--- config.mk ---
export PLATFORM = sky130hd
export DESIGN_NAME = seven_seg_4d_decoder
export DESIGN_NICKNAME = d
export VERILOG_FILES = /design/src/rtl/seven_seg_pkg.sv /design/src/rtl/seven_seg_4d_decoder_lookup.sv /design/src/rtl/seven_seg_4d_decoder.sv
export SDC_FILE = /design/constraint.sdc
export NUM_CORES = 1
export LEC_CHECK = 0
export BUFFER_PORTS_ARGS = -buffer_cell sky130_fd_sc_hd__buf_4
export CORE_MARGIN = 10
export CORE_UTILIZATION = 45
export CTS_BUF_LIST = sky130_fd_sc_hd__clkbuf_4
export DETAILED_ROUTE_END_ITERATION = 16
export GPL_ROUTABILITY_DRIVEN = 0
export PLACE_DENSITY_LB_ADDON = 0.08
export SYNTH_ARGS = -nofsm -noshare
export SYNTH_HDL_FRONTEND = slang
export SYNTH_SLANG_ARGS = --single-unit
--- constraint.sdc ---
create_clock -name clk -period 2.11 [get_ports clk]
set_clock_uncertainty 0.1 [all_clocks]
set_input_delay 0.211 -clock clk [delete_from_list [all_inputs] [get_ports clk]]
set_output_delay 0.211 -clock clk [all_outputs]
set_load 0.1 [all_outputs]
--- src/rtl/seven_seg_pkg.sv ---
// Shared constants and the hex segment table for the 4-digit
// seven-segment decoder.
package seven_seg_pkg;

    localparam int DIGITS = 4;
    localparam int A_W    = 4;
    localparam int K_W    = 7;
    localparam int NIB_W  = 4;
    localparam int IDX_W  = 2;
    localparam int DATA_W = DIGITS * NIB_W;

    // Segment pattern for a hex digit; bit 6 is seg a, bit 0 is seg g.
    function automatic logic [K_W-1:0] seg_of(input logic [NIB_W-1:0] n);
        logic [K_W-1:0] s;
        case (n)
            4'h0:    s = 7'b1111110;
            4'h1:    s = 7'b0110000;
            4'h2:    s = 7'b1101101;
            4'h3:    s = 7'b1111001;
            4'h4:    s = 7'b0110011;
            4'h5:    s = 7'b1011011;
            4'h6:    s = 7'b1011111;
            4'h7:    s = 7'b1110000;
            4'h8:    s = 7'b1111111;
            4'h9:    s = 7'b1111011;
            4'hA:    s = 7'b1110111;
            4'hB:    s = 7'b0011111;
            4'hC:    s = 7'b1001110;
            4'hD:    s = 7'b0111101;
            4'hE:    s = 7'b1001111;
            default: s = 7'b1000111;
        endcase
        return s;
    endfunction

endpackage

--- src/rtl/seven_seg_4d_decoder_lookup.sv ---
// Inverse segment lookup: maps a segment pattern back to its hex
// nibble, flagging patterns that are not in the table.
module seven_seg_lookup
    import seven_seg_pkg::*;
(
    input  logic [K_W-1:0]   k,
    output logic [NIB_W-1:0] nibble,
    output logic             hit
);

    // Search the table; an unknown pattern yields nibble 0 with no hit.
    always_comb begin
        nibble = '0;
        hit    = 1'b0;
        for (int i = 0; i < 16; i++) begin
            if (k == seg_of(NIB_W'(i))) begin
                nibble = NIB_W'(i);
                hit    = 1'b1;
            end
        end
    end

endmodule

--- src/rtl/seven_seg_4d_decoder.sv ---
// Recovers 4-digit hex frames from a multiplexed seven-segment
// display bus, with debounce, frame assembly and stale-frame timeout.
module seven_seg_4d_decoder
    import seven_seg_pkg::*;
#(
    parameter int unsigned STABLE_CYCLES  = 1,
    parameter int unsigned TIMEOUT_CYCLES = 1024
) (
    input  logic              clk,
    input  logic              rst,
    input  logic [A_W-1:0]    a,
    input  logic [K_W-1:0]    k,
    output logic [DATA_W-1:0] data,
    output logic              valid,
    output logic              err
);

    localparam logic [8:0]  STABLE_N  = 9'(STABLE_CYCLES);
    localparam logic [15:0] TIMEOUT_N = 16'(TIMEOUT_CYCLES);

    logic [A_W-1:0]    a_q;
    logic [K_W-1:0]    k_q;
    logic [A_W-1:0]    a_p;
    logic [K_W-1:0]    k_p;
    logic [7:0]        stab_q;
    logic [7:0]        stab_n;
    logic              done_q;
    logic              done_n;
    logic [DIGITS-1:0] mask_q;
    logic [DIGITS-1:0] mask_n;
    logic [DATA_W-1:0] nib_q;
    logic [DATA_W-1:0] nib_n;
    logic              ferr_q;
    logic              ferr_n;
    logic [15:0]       tcnt_q;
    logic [15:0]       tcnt_n;

    logic              one_hot;
    logic              multi;
    logic              same;
    logic [8:0]        cnt_eff;
    logic              done_eff;
    logic              accept;
    logic              publish;
    logic              timeout_hit;
    logic [IDX_W-1:0]  idx;
    logic [NIB_W-1:0]  dec_nib;
    logic              dec_hit;

    seven_seg_lookup u_lookup (
        .k      (k_q),
        .nibble (dec_nib),
        .hit    (dec_hit)
    );

    // Register the raw bus once, and keep the previous sample for
    // change detection.
    always_ff @(posedge clk) begin
        if (rst) begin
            a_q <= '0;
            k_q <= '0;
            a_p <= '0;
            k_p <= '0;
        end else begin
            a_q <= a;
            k_q <= k;
            a_p <= a_q;
            k_p <= k_q;
        end
    end

    // Classify the registered sample and decide on acceptance.
    always_comb begin
        one_hot  = (a_q != '0) && ((a_q & (a_q - 1'b1)) == '0);
        multi    = (a_q != '0) && !one_hot;
        same     = ({a_q, k_q} == {a_p, k_p});
        cnt_eff  = same ? ({1'b0, stab_q} + 9'd1) : 9'd1;
        stab_n   = cnt_eff[8] ? 8'hFF : cnt_eff[7:0];
        done_eff = same && done_q;
        accept   = one_hot && !done_eff && (cnt_eff >= STABLE_N);
        done_n   = done_eff || accept;
    end

    // Digit index of the one-hot select.
    always_comb begin
        idx = '0;
        for (int i = 0; i < DIGITS; i++) begin
            if (a_q[i]) idx = IDX_W'(i);
        end
    end

    // Timeout counter saturates and resets on every acceptance.
    always_comb begin
        publish     = (mask_q == '1);
        timeout_hit = 1'b0;
        tcnt_n      = tcnt_q;
        if (accept) begin
            tcnt_n = '0;
        end else if (tcnt_q != TIMEOUT_N) begin
            tcnt_n = tcnt_q + 16'd1;
            if (tcnt_n == TIMEOUT_N) timeout_hit = 1'b1;
        end
    end

    // Frame assembly: clear on publish or timeout, then merge this
    // cycle's contribution so it lands in the next frame.
    always_comb begin
        mask_n = mask_q;
        nib_n  = nib_q;
        ferr_n = ferr_q;
        if (publish || timeout_hit) begin
            mask_n = '0;
            nib_n  = '0;
            ferr_n = 1'b0;
        end
        if (accept) begin
            mask_n[idx] = 1'b1;
            nib_n[{idx, 2'b00} +: NIB_W] = dec_hit ? dec_nib : '0;
            if (!dec_hit) ferr_n = 1'b1;
        end
        if (multi) ferr_n = 1'b1;
    end

    // Stability, frame and timeout state.
    always_ff @(posedge clk) begin
        if (rst) begin
            stab_q <= '0;
            done_q <= 1'b0;
            mask_q <= '0;
            nib_q  <= '0;
            ferr_q <= 1'b0;
            tcnt_q <= '0;
        end else begin
            stab_q <= stab_n;
            done_q <= done_n;
            mask_q <= mask_n;
            nib_q  <= nib_n;
            ferr_q <= ferr_n;
            tcnt_q <= tcnt_n;
        end
    end

    // Publish a completed frame with a one-cycle valid pulse.
    always_ff @(posedge clk) begin
        if (rst) begin
            data  <= '0;
            err   <= 1'b0;
            valid <= 1'b0;
        end else begin
            valid <= publish;
            if (publish) begin
                data <= nib_q;
                err  <= ferr_q;
            end
        end
    end

endmodule

* After elaboration in Yosys (flattened, before gate mapping)
Index checks and enable logic that the tools add are counted.
Widths: inputs -> output; s select.
** Word-level totals
- Output and inout bits :: 18
- Flip-flop bits (word level) :: 86
** Operators by class
- Add/subtract/negate cells :: 4
- Mux-type cells :: 51
- Equality and inequality tests :: 20
- Order comparisons :: 3
- Reduce and logical (&&, ||, !) cells :: 13
- Bitwise operators :: 2
- Shift-type cells :: 2
** Operator list (number)
- $eq 7x7->1 const B :: 12
- $mux 4 :: 11
- $mux 16 :: 2
- $mux 1 :: 26
- $eq 7x6->1 const B :: 3
- $add 16x1->16 const B :: 1
- $bwmux 16 :: 1
- $eq 16x11->1 const B :: 1
- $ne 16x11->1 const B :: 1
- $shift 4x6->16 const A :: 1
- $shiftx 4x6->16 :: 1
- $mux 3 :: 4
- $eq 11x11->1 :: 1
- $add 8x1->9 const B :: 1
- $ge 9x1->1 const B :: 1
- $mux 9 :: 1
- $mux 2 :: 4
- $mux 8 :: 1
- $eq 7x5->1 const B :: 1
- $logic_and 1x1->1 :: 6
- $neg 4->6 :: 1
- $and 4x4->4 :: 1
- $eq 4x4->1 const B :: 1
- $logic_not 4->1 :: 1
- 9 further kinds :: 11

* Longest topological paths before layout
- Word-level depth :: 21
- Gate-level depth with buffers :: 10

* By module
A second synthesis with hierarchy kept.
** Second synthesis, totals
- Cell total of the unflattened synthesis :: 512
- Area total of the unflattened synthesis :: 4367.9 um^2
** By module, submodules not included
- seven_seg_4d_decoder :: area an instance 3981.3 um^2, instances 1, sequential area each 1721.7 um^2, cells each 454
- seven_seg_lookup :: area an instance 386.6 um^2, instances 1, sequential area each 0.0 um^2, cells each 58

* Worst setup path after synthesis
No wires, ideal clock.
- Kind :: flip-flop to flip-flop
- Start point :: reg tcnt_q[1]
- End point :: reg nib_q[13]
- Period minus slack after synthesis :: 2.317 ns
- Stages on the path, launching flop included :: 11
- Slack :: -0.207 ns
- Buffers on the path :: 2
- Arrival :: 2.056 ns
- Data required time :: 1.849 ns
- Setup time :: 0.161 ns
- Cells stage by stage :: dfxtp_1 > ha_1 > buf_2 > and3_1 > o21a_1 > mux2i_1 > nor4b_2 > nand3_1 > nor4b_4 > buf_6 > o22ai_1
** Between the ends
- Word-level cells in the longest chain between the ends :: 9
- Elaborated cells on any way between the ends :: 10
** Ends and longest elaborated chain
- start, declared :: RTL line seven_seg_4d_decoder.sv:35 : logic [15:0] tcnt_q;
- start signal, assigned :: RTL line seven_seg_4d_decoder.sv:139 : tcnt_q <= tcnt_n;
- $add 16x1->16 :: RTL line seven_seg_4d_decoder.sv:100 : tcnt_n = tcnt_q + 16'd1;
- $eq 16x11->1 :: RTL line seven_seg_4d_decoder.sv:101 : if (tcnt_n == TIMEOUT_N) timeout_hit = 1'b1;
- $mux 1 :: RTL line seven_seg_4d_decoder.sv:101
- $mux 1 (*) :: RTL line seven_seg_4d_decoder.sv:99 : end else if (tcnt_q != TIMEOUT_N) begin
- $mux 1 (*) :: RTL line seven_seg_4d_decoder.sv:97 : if (accept) begin
- $logic_or 1x1->1 (*) :: RTL line seven_seg_4d_decoder.sv:111 : if (publish || timeout_hit) begin
- $mux 16 (*) :: RTL line seven_seg_4d_decoder.sv:111
- $bwmux 16 :: RTL line seven_seg_4d_decoder.sv:118 : nib_n[{idx, 2'b00} +: NIB_W] = dec_hit ? dec_nib : '0;
- $mux 16 (*) :: RTL line seven_seg_4d_decoder.sv:116 : if (accept) begin
- end signal, assigned :: RTL line seven_seg_4d_decoder.sv:137 : nib_q <= nib_n;
- end, declared :: RTL line seven_seg_4d_decoder.sv:31 : logic [DATA_W-1:0] nib_q;
Every way passes the cells marked *; elsewhere a longest branch is shown, timed or not.
A chain may end at the register's enable or synchronous reset.

* Final worst setup path
- Start point :: reg stab_q[1]
- End point :: reg nib_q[2]
** Between the ends
- Word-level cells in the longest chain between the ends :: 9
** Ends and longest elaborated chain
- start, declared :: RTL line seven_seg_4d_decoder.sv:25 : logic [7:0] stab_q;
- start signal, assigned :: RTL line seven_seg_4d_decoder.sv:134 : stab_q <= stab_n;
- $add 8x1->9 (*) :: RTL line seven_seg_4d_decoder.sv:77 : cnt_eff = same ? ({1'b0, stab_q} + 9'd1) : 9'd1;
- $mux 9 (*) :: RTL line seven_seg_4d_decoder.sv:77
- $ge 9x1->1 (*) :: RTL line seven_seg_4d_decoder.sv:80 : accept = one_hot && !done_eff && (cnt_eff >= STABLE_N);
- $logic_and 1x1->1 (*) :: RTL line seven_seg_4d_decoder.sv:80
- $mux 1 :: RTL line seven_seg_4d_decoder.sv:97
- $logic_or 1x1->1 :: RTL line seven_seg_4d_decoder.sv:111
- $mux 16 :: RTL line seven_seg_4d_decoder.sv:111
- $bwmux 16 :: RTL line seven_seg_4d_decoder.sv:118
- $mux 16 (*) :: RTL line seven_seg_4d_decoder.sv:116
Marks and branches as above.

==> flow_metrics.tcl <==
set metrics [dict create \
    clock-root-buffer "clkbuf_4" \
    dpl_cell_area_mm2 0.00506 \
    rsz0062_at_grt "yes" \
    status "finished with violations" \
    vias 3740 \
    start_kind "flip-flop" \
    grt_max_degree 30 \
    crit_required_ps 2380 \
    syn_nets 504 \
    diodes 0 \
    worstSetupPathType "reg2reg" \
    finalSetupViolCount 21 \
    dpl.hpwl_um 6710 \
    intPower_uw 2120 \
    cts_max_level 3 \
    cts_buffers 9 \
    grt_pass1_vias 3683 \
    area_delta_synth_final_pct 30.7 \
    min-delay-path-class "reg2reg" \
    die_w_um 117 \
    start_util_pct 45.9 \
    maxSlewHeadroom_pct 65.0 \
    pwr-share-clk_pct 29.2 \
    track_usage_pct 14.7 \
    antenna_found_initial 0 \
    cts_tree "yes" \
    netlist_instances 479 \
    maxCapViolCount 0 \
    critPathCaptureType "flip-flop" \
    layout.nets 613 \
    async_reset_ff_share_pct 0 \
    pin_count 31 \
    synth_edf_count 0 \
    io_buffers 30 \
    ys_types 67 \
    p_total_uw 2960 \
    synth_flop_cell "dfxtp_1" \
    worstPathArrival_ps 2480 \
    grt_pass1_wl_um 16600 \
    ys_ff_latch 86 \
    syn_area_per_cell_um2 8.80 \
    power_frac_seq_pct 57.3 \
    violations "negative setup slack" \
    slew_viol_final 0 \
    p_per_area_mw_per_mm2 537 \
    fin_crit_ps 2220 \
    gr-total-overflow 0 \
    routed_via_density 5.31 \
    irDropWorstVdd_mv 0.313 \
    clkTransAtPathRegs_ps 150 \
    post-route-drc-count 0 \
    clock_latency_ps 430 \
    cp_max_fo 8 \
    die_y_um 117 \
    worst_pin_slew_ps 525 \
    final_core_util_pct 59.9 \
    drt_iter0_markers 170 \
    hold_viol_final 0 \
    seq_area_frac_synth_pct 40.8 \
    core_area_mm2 0.00920 \
    layout-drive-gt1-share_pct 31.0 \
    wl_um 9620 \
    placementRows 35 \
    die_area_mm2 0.0136 \
    antenna_left 0 \
    final_cell_mix "buf_4, dfxtp_1, nand2_1" \
    firstDrtPassIters 4 \
    netlist_area_mm2 0.00422 \
    power.switching_uw 840 \
    period_share_pct 105 \
    p_leak_uw 0.00212 \
    wire_per_inst_um 13.7 \
    cts_sinks 86 \
    cts_buffer_depth 2 \
    final_common_cell "buf_4" \
    clock.fmax_ghz 0.451 \
    worst_slack_ps -105 \
    pwr-share-comb_pct 13.6 \
    design_area_mm2 0.00551 \
    ys_warn_count 0 \
    switching_share_pct 28.4 \
]
[kinds of logic (layout without fill, tap and decap cells)]
logic type | Yosys count | after routing | synth area share, %
and+or+nand+nor | 194 | 195 | 25.4
muxes | 4 | 4 | 0.950
buffers and inverters | 47 | 160 | 5.70
AOI/OAI and AO/OA | 102 | 102 | 16.5
DFF | 86 | 86 | 40.8
xor gates and xnor gates | 34 | 34 | 7.06
adders and majority gates | 12 | 12 | 3.56
[area by class of cell]
cell class / instances / area, um2
inverters: 13 / 53.8
multi-input cells: 347 / 2400
flip-flops and latches: 86 / 1740
clock buffers: 9 / 67.6
clock inverters: 7 / 55.1
repair buffers: 131 / 1050
well taps: 111 / 139
fillers: 855 / 3680
[metal layers]
| metal | wire length [um] | global-route usage (%) | vias to the layer above |
|---|---|---|---|
| li1 | - | - | 1931 |
| met1 | 4530 | 18.1 | 1732 |
| met2 | 4610 | 24.8 | 62 |
| met3 | 356 | 2.80 | 15 |
| met4 | 127 | 5.68 | 0 |
| met5 | 0 | 0 | - |
[metrics by stage]
step | worst slack [ps] | TNS [ps] | hold WS, ps | instances
2_1_floorplan | -8.60 | -8.60 | 239 | 479
3_3_place_gp | -97.1 | -1300 | 321 | 664
3_5_place_dp | -150 | -2090 | 326 | 664
4_1_cts | -103 | -1760 | 362 | 704
5_1_grt | -238 | -4370 | 382 | 704
6_report | -105 | -1380 | 364 | 704
[worst paths after layout]
path,endpoint,slack (ps),startpoint,cells past startpoint
setup reg to reg,nib_q[2]$_SDFF_PP0_,-110,stab_q[1]$_SDFF_PP0_,9
setup / recovery,nib_q[2]$_SDFF_PP0_,-110,stab_q[1]$_SDFF_PP0_,9
hold reg to reg,data[15]$_SDFFE_PP0P_,360,data[15]$_SDFFE_PP0P_,2
hold / removal,data[15]$_SDFFE_PP0P_,360,data[15]$_SDFFE_PP0P_,2
[Yosys cell counts (5+ instances only)]
cell / n / area (um2)
a31oi_1: 6 / 37.5
dfxtp_1: 86 / 1720
nor3_1: 10 / 50.1
a21oi_1: 31 / 155
nand4_1: 8 / 50.1
xor2_1: 11 / 96.3
buf_6: 5 / 56.3
xnor2_1: 23 / 201
and3_1: 6 / 37.5
o21ai_0: 5 / 25.0
ha_1: 12 / 150
o22ai_1: 18 / 113
inv_1: 11 / 41.3
nor2_1: 29 / 109
clkbuf_1: 14 / 52.6
o2bb2ai_1: 5 / 43.8
nor2b_1: 21 / 131
o2111ai_1: 17 / 149
nand2_1: 58 / 218
buf_2: 9 / 45.0
nand3_1: 21 / 105
[state kept, by name (all words and copies together), names as in the netlist, 4 cells and up]
name,flops
data,16
nib_q,16
tcnt_q,16
stab_q,8
k_p,7
k_q,7
a_p,4
a_q,4
mask_q,4
[what timing repair did]
item                                   CTS  global route
gates resized for setup                 18             8
setup endpoints to repair               22            36
gates cloned                             0             1
setup buffers                           12             0
pin swaps                               10             5
endpoints found under the hold margin   28             0
hold buffers                            12             0
[critical path, cell delays in order, from the launching register on]
cell	delay, ps
dfxtp_2	400
buf_6	110
and3_4	190
nand3_4	80
mux2i_1	140
a31oi_1	210
o21ai_2	90
buf_12	140
or4b_4	520
o22ai_1	180
[power by group through the flow]
stage               clock (uW)  combinational, uW  sequential, uW
floorplan                    0                217            1720
global placement             0                340            1730
detailed placement           0                344            1730
CTS                        904                385            1700
global route               969                447            1700
finish                     865                401            1700
(Power assumes the default switching activity.)
